`config.mk`:
```
export PLATFORM = sky130hd
export DESIGN_NAME = fl_vadd_mlane
export DESIGN_NICKNAME = d
export VERILOG_FILES = /design/src/rtl/fl_vadd_mlane.sv
export SDC_FILE = /design/constraint.sdc
export NUM_CORES = 2
export LEC_CHECK = 0
export BUFFER_PORTS_ARGS = -buffer_cell sky130_fd_sc_hd__clkbuf_2
export CAP_MARGIN = 10
export CORE_AREA = 8 8 546 441
export CTS_CLUSTER_SIZE = 10
export DETAILED_ROUTE_END_ITERATION = 10
export DIE_AREA = 0 0 554 449
export PLACE_DENSITY = 0.5
export SLEW_MARGIN = 20
export SYNTH_ARGS = -nofsm -noshare
export SYNTH_HDL_FRONTEND = slang
export SYNTH_HIERARCHICAL = 1
export SYNTH_SLANG_ARGS = --single-unit
```
`constraint.sdc`:
```
create_clock -name clk -period 19.7 [get_ports clk]
set_input_delay 1.97 -clock clk [delete_from_list [all_inputs] [get_ports clk]]
set_output_delay 1.97 -clock clk [all_outputs]
set_load 0.05 [all_outputs]
```
`src/rtl/fl_vadd_mlane.sv`:
```
// fl_vadd_mlane: multi-lane binary32 vector adder, fully pipelined.
//   Each beat carries LANES independent x/y operand pairs; x and y arrive on
//   separate valid/ready channels and are joined, so a beat enters only when
//   both sides are valid and the pipeline can advance.
//   Latency (accept cycle -> out_valid cycle): 3 with OUT_REG=1, 2 with OUT_REG=0.
//   Subnormal inputs/results flush to signed zero; any NaN -> 0x7FC00000.
// Ports:
//   clk, rst            clock, synchronous active-high reset
//   in_x_data/valid     x operands (lane i at [32i+31:32i]), x_ready
//   in_y_data/valid     y operands, y_ready
//   in_last             end-of-vector marker, travels with the x beat
//   in_sub              (FL_VADD_SUB_EN only) 1 = x - y for this beat
//   out_data/valid/last result beat, out_ready downstream accept
//   ovf                 sticky: a lane overflowed to +/-inf from finite operands
//   beat_count          delivered result beats (wrapping)
// Optional feature macro: FL_VADD_SUB_EN (adds in_sub port).

module fl_vadd_lane #(
  parameter int OUT_REG = 1
) (
  input  logic        clk,
  input  logic        adv,
  input  logic [31:0] a,
  input  logic [31:0] b,
  output logic [31:0] res,
  output logic        res_ovf
);
  // Index of the highest set bit, expressed as a left-shift distance.
  function automatic logic [4:0] lzc27(input logic [26:0] v);
    lzc27 = 5'd27;
    for (int i = 0; i < 27; i++)
      if (v[i]) lzc27 = 5'(26 - i);
  endfunction

  // ---------------- S1: unpack, flush, swap, align ----------------
  logic        sa, sb, za, zb, nan_a, nan_b, inf_a, inf_b, swap, is_nan;
  logic [7:0]  ea, eb, e_big, e_sm, d;
  logic [22:0] fa, fb;
  logic [23:0] m_big, m_sm;
  logic [4:0]  dc;
  logic [53:0] sh;

  always_comb begin
    {sa, ea, fa} = a;
    {sb, eb, fb} = b;
    za     = (ea == 8'd0);
    zb     = (eb == 8'd0);
    nan_a  = (ea == 8'hFF) && (fa != 23'd0);
    nan_b  = (eb == 8'hFF) && (fb != 23'd0);
    inf_a  = (ea == 8'hFF) && (fa == 23'd0);
    inf_b  = (eb == 8'hFF) && (fb == 23'd0);
    is_nan = nan_a | nan_b | (inf_a & inf_b & (sa ^ sb));
    // magnitude compare on flushed values so subnormals rank as zero
    swap   = (zb ? 31'd0 : b[30:0]) > (za ? 31'd0 : a[30:0]);
    e_big  = swap ? eb : ea;
    e_sm   = swap ? ea : eb;
    m_big  = swap ? (zb ? 24'd0 : {1'b1, fb}) : (za ? 24'd0 : {1'b1, fa});
    m_sm   = swap ? (za ? 24'd0 : {1'b1, fa}) : (zb ? 24'd0 : {1'b1, fb});
    d      = e_big - e_sm;
    dc     = (d > 8'd27) ? 5'd27 : d[4:0];
    // upper 27 bits are the aligned mantissa+GRS, lower 27 collect sticky
    sh     = {m_sm, 30'd0} >> dc;
  end

  logic        s1_sign, s1_zsign, s1_sub, s1_spc;
  logic [7:0]  s1_exp;
  logic [26:0] s1_ma, s1_mb;
  logic [31:0] s1_spc_val;

  always_ff @(posedge clk) begin
    if (adv) begin
      s1_sign    <= swap ? sb : sa;
      s1_zsign   <= sa & sb;  // exact zero is -0 only for (-0)+(-0)
      s1_sub     <= sa ^ sb;
      s1_exp     <= e_big;
      s1_ma      <= {m_big, 3'b000};
      s1_mb      <= {sh[53:28], sh[27] | (|sh[26:0])};
      s1_spc     <= nan_a | nan_b | inf_a | inf_b;
      s1_spc_val <= is_nan ? 32'h7FC0_0000 : (inf_a ? a : b);
    end
  end

  // ---------------- S2: add/sub, normalise ----------------
  logic [27:0]       sum;
  logic [4:0]        lz;
  logic [26:0]       nm;
  logic signed [9:0] ne;

  always_comb begin
    sum = s1_sub ? ({1'b0, s1_ma} - {1'b0, s1_mb})
                 : ({1'b0, s1_ma} + {1'b0, s1_mb});
    lz  = lzc27(sum[26:0]);
    if (sum[27]) begin
      nm = {sum[27:2], sum[1] | sum[0]};
      ne = $signed({2'b00, s1_exp}) + 10'sd1;
    end else begin
      // large left shifts only follow near-total cancellation, where sticky is 0
      nm = sum[26:0] << lz;
      ne = $signed({2'b00, s1_exp}) - $signed({5'd0, lz});
    end
  end

  logic              s2_sign, s2_zero, s2_zsign, s2_spc;
  logic signed [9:0] s2_exp;
  logic [26:0]       s2_m;
  logic [31:0]       s2_spc_val;

  always_ff @(posedge clk) begin
    if (adv) begin
      s2_sign    <= s1_sign;
      s2_zero    <= (sum == 28'd0);
      s2_zsign   <= s1_zsign;
      s2_exp     <= ne;
      s2_m       <= nm;
      s2_spc     <= s1_spc;
      s2_spc_val <= s1_spc_val;
    end
  end

  // ---------------- S3: round, range check, pack ----------------
  logic              inc, ovf_c;
  logic [24:0]       rm;
  logic signed [9:0] re;
  logic [31:0]       res_c;

  always_comb begin
    // s2_m: [26] hidden, [25:3] fraction, [2] guard, [1:0] round|sticky
    inc   = s2_m[2] & (s2_m[1] | s2_m[0] | s2_m[3]);
    rm    = {1'b0, s2_m[26:3]} + {24'd0, inc};
    re    = s2_exp + $signed({9'd0, rm[24]});
    ovf_c = 1'b0;
    if (s2_spc)
      res_c = s2_spc_val;
    else if (s2_zero)
      res_c = {s2_zsign, 31'd0};
    else if (re >= 10'sd255) begin
      res_c = {s2_sign, 8'hFF, 23'd0};
      ovf_c = 1'b1;
    end else if (re <= 10'sd0)
      res_c = {s2_sign, 31'd0};
    else
      res_c = {s2_sign, re[7:0], rm[22:0]};
  end

  generate
    if (OUT_REG != 0) begin : g_oreg
      always_ff @(posedge clk) begin
        if (adv) begin
          res     <= res_c;
          res_ovf <= ovf_c;
        end
      end
    end else begin : g_ocomb
      assign res     = res_c;
      assign res_ovf = ovf_c;
    end
  endgenerate
endmodule

module fl_vadd_mlane #(
  parameter int LANES   = 4,
  parameter int OUT_REG = 1
) (
  input  logic                clk,
  input  logic                rst,
  input  logic [32*LANES-1:0] in_x_data,
  input  logic                in_x_valid,
  output logic                x_ready,
  input  logic [32*LANES-1:0] in_y_data,
  input  logic                in_y_valid,
  output logic                y_ready,
  input  logic                in_last,
`ifdef FL_VADD_SUB_EN
  input  logic                in_sub,
`endif
  output logic [32*LANES-1:0] out_data,
  output logic                out_valid,
  output logic                out_last,
  input  logic                out_ready,
  output logic                ovf,
  output logic [31:0]         beat_count
);
  // vld_pipe[0]=S1 reg, [1]=S2 reg, [2]=output reg (when OUT_REG)
  localparam int STAGES = (OUT_REG != 0) ? 2 : 1;

  logic                   adv, accept, sub, ovf_q, ovf_now;
  logic [STAGES:0]        vld_pipe, last_pipe;
  logic [LANES-1:0]       lane_ovf;
  logic [LANES-1:0][31:0] y_eff;

`ifdef FL_VADD_SUB_EN
  assign sub = in_sub;
`else
  assign sub = 1'b0;
`endif

  assign out_valid = vld_pipe[STAGES];
  assign out_last  = last_pipe[STAGES];
  assign adv       = !(out_valid && !out_ready);
  assign accept    = in_x_valid && in_y_valid && adv && !rst;
  assign x_ready   = in_y_valid && adv && !rst;
  assign y_ready   = in_x_valid && adv && !rst;

  always_ff @(posedge clk) begin
    if (rst) begin
      vld_pipe  <= '0;
      last_pipe <= '0;
    end else if (adv) begin
      vld_pipe  <= {vld_pipe[STAGES-1:0], accept};
      last_pipe <= {last_pipe[STAGES-1:0], in_last};
    end
  end

  generate
    for (genvar i = 0; i < LANES; i++) begin : g_lane
      // subtraction flips y's sign; NaN detection ignores sign so it is unaffected
      assign y_eff[i] = {in_y_data[32*i+31] ^ sub, in_y_data[32*i +: 31]};
      fl_vadd_lane #(.OUT_REG(OUT_REG)) u_lane (
        .clk     (clk),
        .adv     (adv),
        .a       (in_x_data[32*i +: 32]),
        .b       (y_eff[i]),
        .res     (out_data[32*i +: 32]),
        .res_ovf (lane_ovf[i])
      );
    end
  endgenerate

  // ovf rises together with the offending output beat, then sticks
  assign ovf_now = out_valid && (|lane_ovf);
  assign ovf     = !rst && (ovf_q || ovf_now);

  always_ff @(posedge clk) begin
    if (rst) begin
      ovf_q      <= 1'b0;
      beat_count <= 32'd0;
    end else begin
      if (ovf_now) ovf_q <= 1'b1;
      if (out_valid && out_ready) beat_count <= beat_count + 32'd1;
    end
  end
endmodule
```
==> summary.txt <==
Floorplan
  – Total die area: 249000 um^2
  – Die width: 554 um
  – CORE AREA: 232000 um^2
  – Row count: 159
  – Chip height: 449 um
  – IO Count: 427
  – Initial Util: 0.298

Pwr
  – Pleak: 29.9 nW
  – PwrDens: 112 nW/um^2
  – VDD IR max: 0.0000650 V

Logic synthesis
  – Synth top area share: 0.349
  – Yosys warnings: 6
  – Synthesized Nets: 8609
  – Number of enable flip-flop cells after synthesis: 804
  – Netlist Area Pre-Place: 69100 um^2
  – Post-synth cell types: 144
  – Most used DFF post-synth: edfxtp_1
  – Most frequent cell after synthesis: nand2_1
  – Yosys reg bits: 843
  – Post-synth top cells: nand2_1, edfxtp_1, nor2_1
  – Synth Area per Inst: 8.67 um^2
  – Post-synth ARST share: 0
  – Post-synthesis cell count: 7974
  – Leading area contributor after synthesis: edfxtp_1
  – Top post-synthesis cells by area: edfxtp_1, ha_1, nand2_1
  – Sequential-to-total area share from yosys stat: 0.360

Setup path
  – Worst Setup SP: in_y_data[25]
  – Max stage delay cell, worst path: o311ai_0
  – Worst r2r src: g_lane[0].u_lane/s1_mb[8]
  – CP max stage delay: 0.78 ns
  – CP max FO: 35
  – Critical Path RT: 20.17 ns
  – Startpoint types: primary input
  – Worst EP arrival: 10.60 ns
  – CP endpoint kind: flop
  – Crit path kind: primary input to flop
  – R2R setup slack: 12.48 ns

Min path
  – Worst hold path type: flop to flop
  – Min-delay src: g_lane[1].u_lane/s1_spc

Place
  – GPL Wtd Cong: 0.976
  – HPWL after DPL: 208000 um
  – IO Port Bufs: 426
  – Worst slack at placement: 9.07 ns
  – Placed inst area: 74000 um^2

Clocking
  – Worst skew pair latency: 0.74 ns
  – Clk pin slew, worst setup/hold paths: 0.06 ns
  – Post-CTS Hold Buffers: 0
  – CTS tree: yes
  – Cts repair resizes: 0
  – Post-CTS setup buffer count: 0
  – CTS sink count: 843
  – H-tree depth: 3
  – Clock Path Buffers: 3
  – Total CTS buffers: 103
  – Root Driver: clkbuf_16

Routing
  – Drc violations: 0
  – 1st-iter DRT viols: 7241
  – DR pass1 iterations: 9
  – DR vias/cell: 5.70
  – Total wire length: 266000 um
  – Vias after detailed routing: 64.3k
  – Routed Antenna Nets: 0
  – Avg WL per Cell: 23.6 um

Finish
  – Fraction of layout cells with a size suffix above 1: 0.115
  – Area grow syn2layout: 11.5%
  – Layout Cell Area excl Fill: 77100 um^2
  – Area of the multi-input gates: 41000 um^2
  – Fillers: 24.2k
  – Register Area: 24900 um^2
  – Final net count: 8789

Timing
  – Post-route setup TNS: 0 ns
  – Minimum clock period: 10.12 ns
  – Slew headroom: 0.189
  – RSZ-0062 raised after global routing: false
  – Clk_skew: 0.0414 ns
  – Max Clock Freq: 98.8 MHz
  – Endpoints failing hold: 0
  – Max Slew Vio Count: 0
  – Worst-Margin Slew: 1.22 ns
  – Final setup fails: 0
  – Fin crit share: 0.514
  – Final Worst Setup Slack: 9.58 ns

Status
  – Status: complete, no violations

GRT
  – Global Route Usage Sum: 0.202
  – Global-route wire length before repair: 395000 um
  – Number of global-route vias before repair: 60.5k
  – Largest net degree at the start of global routing: 196
  – Overflow after GRT: 0
  – Initial antenna violation count: 16

Job
  – Max Cap Violations: 0
[worst max-delay path: cells and delay by family]
family	cells	cell delay, ns
adder cells (fa/ha/maj)	2	0.64
AND/OR/NAND/NOR	12	4.83
XOR/XNOR	1	0.11
buffers and inverters	1	0.23
AO/OA/AOI/OAI	10	2.80
[state kept, by name (all words and copies together) (netlist names), 4 cells and up]
register,cells
beat_count,32
g_lane.u_lane/res,128
g_lane.u_lane/res_ovf,4
g_lane.u_lane/s1_exp,32
g_lane.u_lane/s1_ma,96
g_lane.u_lane/s1_mb,108
g_lane.u_lane/s1_sign,4
g_lane.u_lane/s1_spc,4
g_lane.u_lane/s1_spc_val,128
g_lane.u_lane/s1_sub,4
g_lane.u_lane/s1_zsign,4
g_lane.u_lane/s2_exp,40
g_lane.u_lane/s2_m,108
g_lane.u_lane/s2_sign,4
g_lane.u_lane/s2_spc,4
g_lane.u_lane/s2_spc_val,128
g_lane.u_lane/s2_zero,4
g_lane.u_lane/s2_zsign,4
[where the power goes]
group          internal, mW  leakage [nW]  switching [mW]
Clock                  1.03          1.50           0.765
Sequential             2.44          9.08           0.247
Combinational          1.28          19.4            2.84
Total                  4.75          29.9            3.85
[stage by stage]
stage / instances / util / hold slack (ns) / power (mW)
after CTS: 11300 / 0.332 / 0.369 / 8.61
final: 11300 / 0.332 / 0.377 / 8.60
after detailed placement: 11100 / 0.318 / 0.405 / 6.76
after global routing: 11300 / 0.332 / 0.395 / 9.06
after global placement: 11100 / 0.318 / 0.401 / 6.77
after floorplan: 7974 / - / 0.400 / 5.50
[routing by layer]
layer,up-vias,GRT usage,part of all wire
li1,30100,-,-
met1,31100,0.303,0.48
met2,2740,0.297,0.42
met3,332,0.0367,0.074
met4,6,0.0493,0.026
met5,-,0,0.00015
[worst paths after layout]
check | to | cells past startpoint
max | g_lane[0].u_lane/s1_mb[0] | 26
min reg2reg | g_lane[1].u_lane/s2_spc | 0
min | g_lane[1].u_lane/s2_spc | 0
max reg2reg | g_lane[0].u_lane/s2_exp[8] | 21
[layout make-up]
class	count	area share
Inverter	345	0.0169
Timing Repair Buffer	525	0.0375
Tap cell	3059	0.0496
Clock buffer	139	0.0356
Clock inverter	29	0.00475
Multi-Input combinational cell	6336	0.532
Antenna cell	7	0.000227
Sequential cell	843	0.323
[placed cells by master (no fill, tap or decap), drive strengths merged, types with 123 or more instances in the layout]
cell type	instances
and2	192
nand3	222
xnor2	187
mux2i	208
nor3	184
ha	365
a21oi	537
nand4	123
edfxtp	804
clkbuf	565
inv	347
o21ai	670
nand2	990
nor2	711
[cell families (layout without fill, tap and decap cells)]
| kind of cell | after synthesis | count (layout) | share of synthesized area |
|---|---|---|---|
| and+or+nand+nor | 3015 | 3015 | 0.212 |
| AOI/OAI and AO/OA | 2367 | 2367 | 0.229 |
| DFF | 843 | 843 | 0.360 |
| buffers and inverters | 795 | 1038 | 0.0476 |
| adders and majority gates | 377 | 377 | 0.0689 |
| xor gates and xnor gates | 297 | 297 | 0.0387 |
| muxes | 280 | 280 | 0.0424 |
| other | 0 | 7 | 0 |
Power figures use the tool's default switching activity.
